===== src/rtl/genius_round_ctrl_if.sv =====
// rtl/genius_round_ctrl_if.sv - handshake/bus bundle between the memory-game controller and its front end
//
// Signals:
//   start      one-cycle pulse, begins a new game
//   tick       one-cycle time-base enable
//   btn_valid  one-cycle pulse, btn holds a press
//   btn        player input, P_DATA bits
//   rom_data   ROM word at rom_addr (asynchronous-read ROM), P_DATA bits
//   rom_addr   ROM address, P_ADDR bits
//   led        LED drive, P_DATA bits
//   round      current round (1-based), P_ADDR bits
//   busy       game in progress
//   win        sticky, all rounds done
//   lose       sticky, wrong press or timeout
// Modports: master = front end / ROM side, slave = controller side.
interface genius_round_ctrl_if #(
   parameter int P_ADDR = 4,
   parameter int P_DATA = 4
);
   logic              start;
   logic              tick;
   logic              btn_valid;
   logic [P_DATA-1:0] btn;
   logic [P_DATA-1:0] rom_data;
   logic [P_ADDR-1:0] rom_addr;
   logic [P_DATA-1:0] led;
   logic [P_ADDR-1:0] round;
   logic              busy;
   logic              win;
   logic              lose;

   modport master (
      output start, tick, btn_valid, btn, rom_data,
      input  rom_addr, led, round, busy, win, lose
   );

   modport slave (
      input  start, tick, btn_valid, btn, rom_data,
      output rom_addr, led, round, busy, win, lose
   );
endinterface


===== src/rtl/genius_round_ctrl.sv =====
// rtl/genius_round_ctrl.sv - round-sequencing FSM for the memory-game datapath
//
// Ports:
//   clk   system clock, rising edge
//   R     asynchronous active-low reset
//   bus   genius_round_ctrl_if.slave: start/tick/btn_valid/btn/rom_data in,
//         rom_addr/led/round/busy/win/lose out (all outputs registered)
// Optional feature: define GENIUS_TIMEOUT_EN to lose the game after
// P_TIMEOUT_TICKS tick pulses without a press in USER.
module genius_round_ctrl #(
   parameter int P_ADDR          = 4,
   parameter int P_DATA          = 4,
   parameter int P_MAX_ROUND     = 15,
   parameter int P_SHOW_TICKS    = 2,
   parameter int P_TIMEOUT_TICKS = 8
) (
   input logic               clk,
   input logic               R,
   genius_round_ctrl_if.slave bus
);

   localparam int CW = P_ADDR + 1;
   localparam logic [P_ADDR-1:0] ADDR_ONE  = P_ADDR'(1);
   localparam logic [P_ADDR-1:0] MAX_ROUND = P_ADDR'(P_MAX_ROUND);
   localparam logic [CW-1:0]     CNT_ONE   = CW'(1);
   localparam logic [CW-1:0]     SHOW_LAST = CW'(P_SHOW_TICKS - 1);

   typedef enum logic [2:0] {
      IDLE, SHOW_ON, SHOW_OFF, USER, CHECK, NEXT, WIN, LOSE
   } state_t;

   state_t            state;
   logic [CW-1:0]     tick_cnt;
   logic [P_DATA-1:0] user_q;
   logic [P_ADDR-1:0] rom_addr_q;
   logic [P_ADDR-1:0] round_q;
   logic [P_DATA-1:0] led_q;
   logic              busy_q;
   logic              win_q;
   logic              lose_q;
   logic [P_ADDR-1:0] last_idx;

   // Index of the final element of the current round's sequence.
   assign last_idx = round_q - ADDR_ONE;

`ifdef GENIUS_TIMEOUT_EN
   localparam logic [CW-1:0] TO_LAST = CW'(P_TIMEOUT_TICKS - 1);
`else
   logic unused_timeout;
   assign unused_timeout = ^P_TIMEOUT_TICKS;
`endif

   always_ff @(posedge clk or negedge R) begin
      if (!R) begin
         state      <= IDLE;
         tick_cnt   <= '0;
         user_q     <= '0;
         rom_addr_q <= '0;
         round_q    <= '0;
         led_q      <= '0;
         busy_q     <= 1'b0;
         win_q      <= 1'b0;
         lose_q     <= 1'b0;
      end else begin
         case (state)
            IDLE, WIN, LOSE: begin
               if (bus.start) begin
                  round_q    <= ADDR_ONE;
                  rom_addr_q <= '0;
                  win_q      <= 1'b0;
                  lose_q     <= 1'b0;
                  busy_q     <= 1'b1;
                  tick_cnt   <= '0;
                  state      <= SHOW_ON;
               end
            end

            SHOW_ON: begin
               // led follows the ROM one cycle behind the state.
               led_q <= bus.rom_data;
               if (bus.tick) begin
                  if (tick_cnt == SHOW_LAST) begin
                     tick_cnt <= '0;
                     state    <= SHOW_OFF;
                  end else begin
                     tick_cnt <= tick_cnt + CNT_ONE;
                  end
               end
            end

            SHOW_OFF: begin
               led_q <= '0;
               if (bus.tick) begin
                  tick_cnt <= '0;
                  if (rom_addr_q == last_idx) begin
                     rom_addr_q <= '0;
                     state      <= USER;
                  end else begin
                     rom_addr_q <= rom_addr_q + ADDR_ONE;
                     state      <= SHOW_ON;
                  end
               end
            end

            USER: begin
               // A press takes priority over a coincident tick.
               if (bus.btn_valid) begin
                  user_q   <= bus.btn;
                  tick_cnt <= '0;
                  state    <= CHECK;
               end
`ifdef GENIUS_TIMEOUT_EN
               else if (bus.tick) begin
                  if (tick_cnt == TO_LAST) begin
                     tick_cnt <= '0;
                     lose_q   <= 1'b1;
                     busy_q   <= 1'b0;
                     state    <= LOSE;
                  end else begin
                     tick_cnt <= tick_cnt + CNT_ONE;
                  end
               end
`endif
            end

            CHECK: begin
               if (user_q != bus.rom_data) begin
                  lose_q <= 1'b1;
                  busy_q <= 1'b0;
                  state  <= LOSE;
               end else if (rom_addr_q != last_idx) begin
                  rom_addr_q <= rom_addr_q + ADDR_ONE;
                  state      <= USER;
               end else if (round_q == MAX_ROUND) begin
                  win_q  <= 1'b1;
                  busy_q <= 1'b0;
                  state  <= WIN;
               end else begin
                  state <= NEXT;
               end
            end

            NEXT: begin
               round_q    <= round_q + ADDR_ONE;
               rom_addr_q <= '0;
               state      <= SHOW_ON;
            end

            default: state <= IDLE;
         endcase
      end
   end

   assign bus.rom_addr = rom_addr_q;
   assign bus.led      = led_q;
   assign bus.round    = round_q;
   assign bus.busy     = busy_q;
   assign bus.win      = win_q;
   assign bus.lose     = lose_q;

endmodule


===== src/flat_wrapper.sv =====
// flat-port wrapper written by rule: the top's interface ports become plain ports
module genius_round_ctrl_flat 
#(
   parameter int P_ADDR          = 4,
   parameter int P_DATA          = 4,
   parameter int P_MAX_ROUND     = 15,
   parameter int P_SHOW_TICKS    = 2,
   parameter int P_TIMEOUT_TICKS = 8
)
  (clk, R, bus_start, bus_tick, bus_btn_valid, bus_btn, bus_rom_data, bus_rom_addr, bus_led, bus_round, bus_busy, bus_win, bus_lose);
  genius_round_ctrl_if #(.P_ADDR(P_ADDR), .P_DATA(P_DATA)) bus_i ();
  input logic clk;
  input logic R;
  input wire logic [$bits(bus_i.start)-1:0] bus_start;
  input wire logic [$bits(bus_i.tick)-1:0] bus_tick;
  input wire logic [$bits(bus_i.btn_valid)-1:0] bus_btn_valid;
  input wire logic [$bits(bus_i.btn)-1:0] bus_btn;
  input wire logic [$bits(bus_i.rom_data)-1:0] bus_rom_data;
  output wire logic [$bits(bus_i.rom_addr)-1:0] bus_rom_addr;
  output wire logic [$bits(bus_i.led)-1:0] bus_led;
  output wire logic [$bits(bus_i.round)-1:0] bus_round;
  output wire logic [$bits(bus_i.busy)-1:0] bus_busy;
  output wire logic [$bits(bus_i.win)-1:0] bus_win;
  output wire logic [$bits(bus_i.lose)-1:0] bus_lose;
  assign bus_i.start = bus_start;
  assign bus_i.tick = bus_tick;
  assign bus_i.btn_valid = bus_btn_valid;
  assign bus_i.btn = bus_btn;
  assign bus_i.rom_data = bus_rom_data;
  assign bus_rom_addr = bus_i.rom_addr;
  assign bus_led = bus_i.led;
  assign bus_round = bus_i.round;
  assign bus_busy = bus_i.busy;
  assign bus_win = bus_i.win;
  assign bus_lose = bus_i.lose;
  genius_round_ctrl #(.P_ADDR(P_ADDR), .P_DATA(P_DATA), .P_MAX_ROUND(P_MAX_ROUND), .P_SHOW_TICKS(P_SHOW_TICKS), .P_TIMEOUT_TICKS(P_TIMEOUT_TICKS)) u_core (.clk(clk), .R(R), .bus(bus_i));
endmodule

===== config.mk =====
export PLATFORM = sky130hd
export DESIGN_NAME = genius_round_ctrl_flat
export DESIGN_NICKNAME = d
export VERILOG_FILES = /design/src/rtl/genius_round_ctrl_if.sv /design/src/rtl/genius_round_ctrl.sv /design/src/flat_wrapper.sv
export SDC_FILE = /design/constraint.sdc
export NUM_CORES = 1
export LEC_CHECK = 0
export BUFFER_PORTS_ARGS = -buffer_cell sky130_fd_sc_hd__buf_4
export CORE_MARGIN = 4
export CORE_UTILIZATION = 30
export DETAILED_ROUTE_END_ITERATION = 10
export PLACE_DENSITY_LB_ADDON = 0.3
export SYNTH_ARGS = -nofsm -noshare
export SYNTH_HDL_FRONTEND = slang
export SYNTH_SLANG_ARGS = --single-unit

===== constraint.sdc =====
create_clock -name clk -period 2.24 [get_ports clk]
set_input_delay 0.672 -clock clk [delete_from_list [all_inputs] [get_ports clk]]
set_output_delay 0.672 -clock clk [all_outputs]
set_load 0.02 [all_outputs]

==> summary.txt <==
DIE
----------------------------------------------------------------------------------
Starting density of the core                                                 31.7%
Ports                                                                           28
Core area                                                               5200 sq um
Standard-cell rows                                                              26
Vertical extent of the die                                            82.2 microns
Chip Width                                                            82.2 microns
Full die area                                                           6760 sq um

SETUP PATH
----------------------------------------------------------------------------------
Buffer and inverter count on the worst path                                      1
Maximum fanout along the worst path                                              6
Slowest stage delay, CP                                                    0.36 ns
Worst reg-to-reg setup slack                                               0.34 ns
R2R cell count                                                                   7
Worst Setup End Kind                                                      register
Critical register-to-register path startpoint                         u_core.bus.round[0]$_DFFE_PN0P_
Slowest cell on the critical path                                     sky130_fd_sc_hd__dfrtp_1
Crit-path leading delay family                                        simple AND/OR/NAND/NOR gates
Endpoint of the worst-slack reg-to-reg timing path                    u_core.bus.rom_addr[0]$_DFFE_PN0P_
Category of the most critical setup path                              register to register
Critical path arrival                                                      2.07 ns
Setup crit start kind                                                     register
Crit-path cells                                                       inv_1 -> ha_1 -> xor2_1 -> nand3_2 -> nor2_1 -> nor3_1 -> mux2_2
WP data required                                                           2.41 ns

PWR
----------------------------------------------------------------------------------
Pwr/cell area                                                         1230 nW/um^2
Worst voltage drop across the vdd grid                                    0.544 mV
LEAKAGE                                                                   0.864 nW

LOGIC SYNTHESIS
----------------------------------------------------------------------------------
Sequential element share of the synthesized area                             40.9%
Number of distinct library cells after synthesis                                48
Compound-cell area share of the yosys netlist                                21.5%
Post-synthesis simple-gate area fraction                                     19.5%
Share of cell area taken by muxes after synthesis                            4.62%
Synth async-reset ratio                                                       100%
Post-synthesis instance area                                            1650 sq um
Mean instance size in the synthesized netlist                           9.49 sq um
Synth Net Count                                                                192
Number of enable-type register cells in the synthesized netlist                  0
Fraction of the mapped netlist area in adder cells                           3.79%
Number of synthesis warnings                                                     0
Share of the synthesized netlist area taken by xor and xnor gates            5.61%
Top_reg_cell synth                                                    sky130_fd_sc_hd__dfrtp_1
Cell count after synthesis                                                     174
Largest family of logic cells by synthesized area                     compound AO/OA/AOI/OAI gates
Flops & latches, synth                                                          27

FINISH
----------------------------------------------------------------------------------
Leading cell type in the layout, fill and taps excluded               sky130_fd_sc_hd__buf_4
Highest-count cells in the layout ignoring fill and taps              sky130_fd_sc_hd__buf_4, sky130_fd_sc_hd__dfrtp_1, sky130_fd_sc_hd__nand2_1, sky130_fd_sc_hd__o21ai_0, sky130_fd_sc_hd__a21oi_1
Layout overhead on the synthesized area                                      21.4%
Final core utilization                                                       38.5%
Fill cell total of the finished layout                                         545
Non-filler cells in the finished layout                                        275
Ratio of cells with drive above 1 in the final layout                        24.9%
Total Nets Final                                                               224
Final antenna diode count                                                        0

GLOBAL ROUTING
----------------------------------------------------------------------------------
Total gr overflow                                                                0
Number of antenna violations at the first check in global routing                0
Wire length of the first global-routing pass                          6440 microns
Pin count of the biggest net entering global routing                            28
All-layer global routing usage                                               12.4%
Via count of the first global-routing pass                                    1315

HOLD PATH
----------------------------------------------------------------------------------
Classification of the worst-slack hold path                           input port to async pin

TIMING
----------------------------------------------------------------------------------
WHS                                                                       0.293 ns
Peak Freq                                                                0.526 GHz
Final setup fails                                                                0
Final clock skew                                                        0.00268 ns
Worst slew margin relative to its limit                                      67.7%
Slew at the pin with the worst max-slew slack                             0.483 ns
Unrepaired setup endpoints after global routing                                 no
Sum of negative setup slack                                                   0 ns
Final hold violation count                                                       0
Minimum clock period                                                       1.90 ns
Slew Limit Fails                                                                 0
Crit share post-route                                                        84.9%

CLOCK TREE
----------------------------------------------------------------------------------
H-tree Lvls                                                                      1
Clock transition at path regs                                              0.10 ns
CTS max path bufs                                                                2
Total of hold buffers inserted after clock tree synthesis                        0
Clock Latency Late Sink                                                    0.28 ns
Cell chosen for the clock root                                        sky130_fd_sc_hd__clkbuf_8
Count of instances resized after the clock tree is built                         0
CTS tree                                                                     built
Total setup buffers inserted after CTS                                           0
Sink Count                                                                      27
Number of buffers created by CTS                                                 3

ROUTING
----------------------------------------------------------------------------------
Number of vias after detailed routing                                         1368
Wire length per cell                                                  13.8 microns
Wire length after detailed routing                                    3800 microns
TritonRoute pass-1 iters                                                         4
Vias per Instance                                                             4.97
Number of DRC violations after detailed routing                                  0
Initial DRC count                                                              122
Remaining number of nets flagged by the antenna check after routing              0

OUTCOME
----------------------------------------------------------------------------------
Result of the run                                                        completed

PLACEMENT
----------------------------------------------------------------------------------
Dpl hpwl                                                              2890 microns
Number of buffers inserted by port buffering                                    27
Final Wtd Congestion                                                         0.724
Cell total after placement                                                     271

FLOW RUN
----------------------------------------------------------------------------------
Number of max-capacitance violations reported                                    0

==> layout make-up <==
class	instances	area (sq um)	share of cell area (%)
clock buffer	4	45.0	2.25
multi-input combinational	132	908	45.3
tap	70	87.6	4.37
sequential	27	676	33.7
timing repair buffer	35	263	13.1
inverter	7	26.3	1.31
==> per-stage QoR <==
stage | instance area (sq um) | setup WS (ns) | power [mW]
5_1_grt | 2010 | 0.201 | 2.66
3_5_place_dp | 1960 | 0.0526 | 2.19
2_1_floorplan | 1650 | 0.279 | 1.74
4_1_cts | 2010 | 0.343 | 2.49
6_report | 2010 | 0.338 | 2.46
3_3_place_gp | 1960 | 0.124 | 2.18
==> sequential cells by signal, indices dropped and copies added, names as in the netlist <==
signal,cells
u_core.bus.round,4
u_core.tick_cnt,5
u_core.user_q,4
u_core.bus.busy,1
u_core.bus.lose,1
u_core.bus.led,4
u_core.bus.rom_addr,4
u_core.state,3
u_core.bus.win,1
==> logic make-up (layout without fill, tap and decap cells) <==
logic type               Yosys count  after routing
XOR/XNOR                           9              9
buffers and inverters             15             46
AO/OA/AOI/OAI                     52             52
multiplexers                       7              7
AND/OR/NAND/NOR                   59             59
adder cells (fa/ha/maj)            5              5
flip-flops                        27             27
==> cells in the mapped netlist (all sizes together), types with 4 or more instances <==
cell type | n | area, sq um
dfrtp | 27 | 676
nand2 | 14 | 52.6
o21ai | 14 | 70.1
a21oi | 12 | 60.1
nor3 | 10 | 55.1
inv | 7 | 26.3
nand3 | 7 | 40.0
nor2 | 7 | 28.8
a22o | 6 | 52.6
xnor2 | 6 | 52.6
buf | 5 | 30.0
ha | 5 | 62.6
mux2 | 5 | 56.3
nor2b | 5 | 31.3
o31ai | 4 | 35.0
==> per-layer routing <==
layer	share of wire, %	global-route usage [%]	vias up
met5	0	0	-
met4	1.7	4.98	0
met3	1.6	0.976	5
met2	46	18.6	29
met1	51	18.2	635
li1	-	-	699
==> power by group <==
part	leakage, nW	total [mW]	switching, mW	internal (mW)
logic	0.498	1.36	0.754	0.607
registers	0.343	0.816	0.160	0.656
clock network	0.0228	0.288	0.161	0.128
==> worst max-delay path by stage <==
stage,from,endpoint,cells after the start
finish,u_core.bus.round[0]$_DFFE_PN0P_,u_core.bus.rom_addr[0]$_DFFE_PN0P_,7
global route,u_core.bus.round[0]$_DFFE_PN0P_,u_core.bus.rom_addr[0]$_DFFE_PN0P_,7
CTS,bus_rom_data[0],u_core.bus.rom_addr[2]$_DFFE_PN0P_,6
detailed placement,bus_rom_data[0],u_core.bus.rom_addr[2]$_DFFE_PN0P_,6
global placement,bus_rom_data[1],u_core.bus.rom_addr[2]$_DFFE_PN0P_,6
floorplan,u_core.bus.round[0]$_DFFE_PN0P_,u_core.bus.rom_addr[2]$_DFFE_PN0P_,7
No activity file was read; power rests on OpenSTA's default activity.
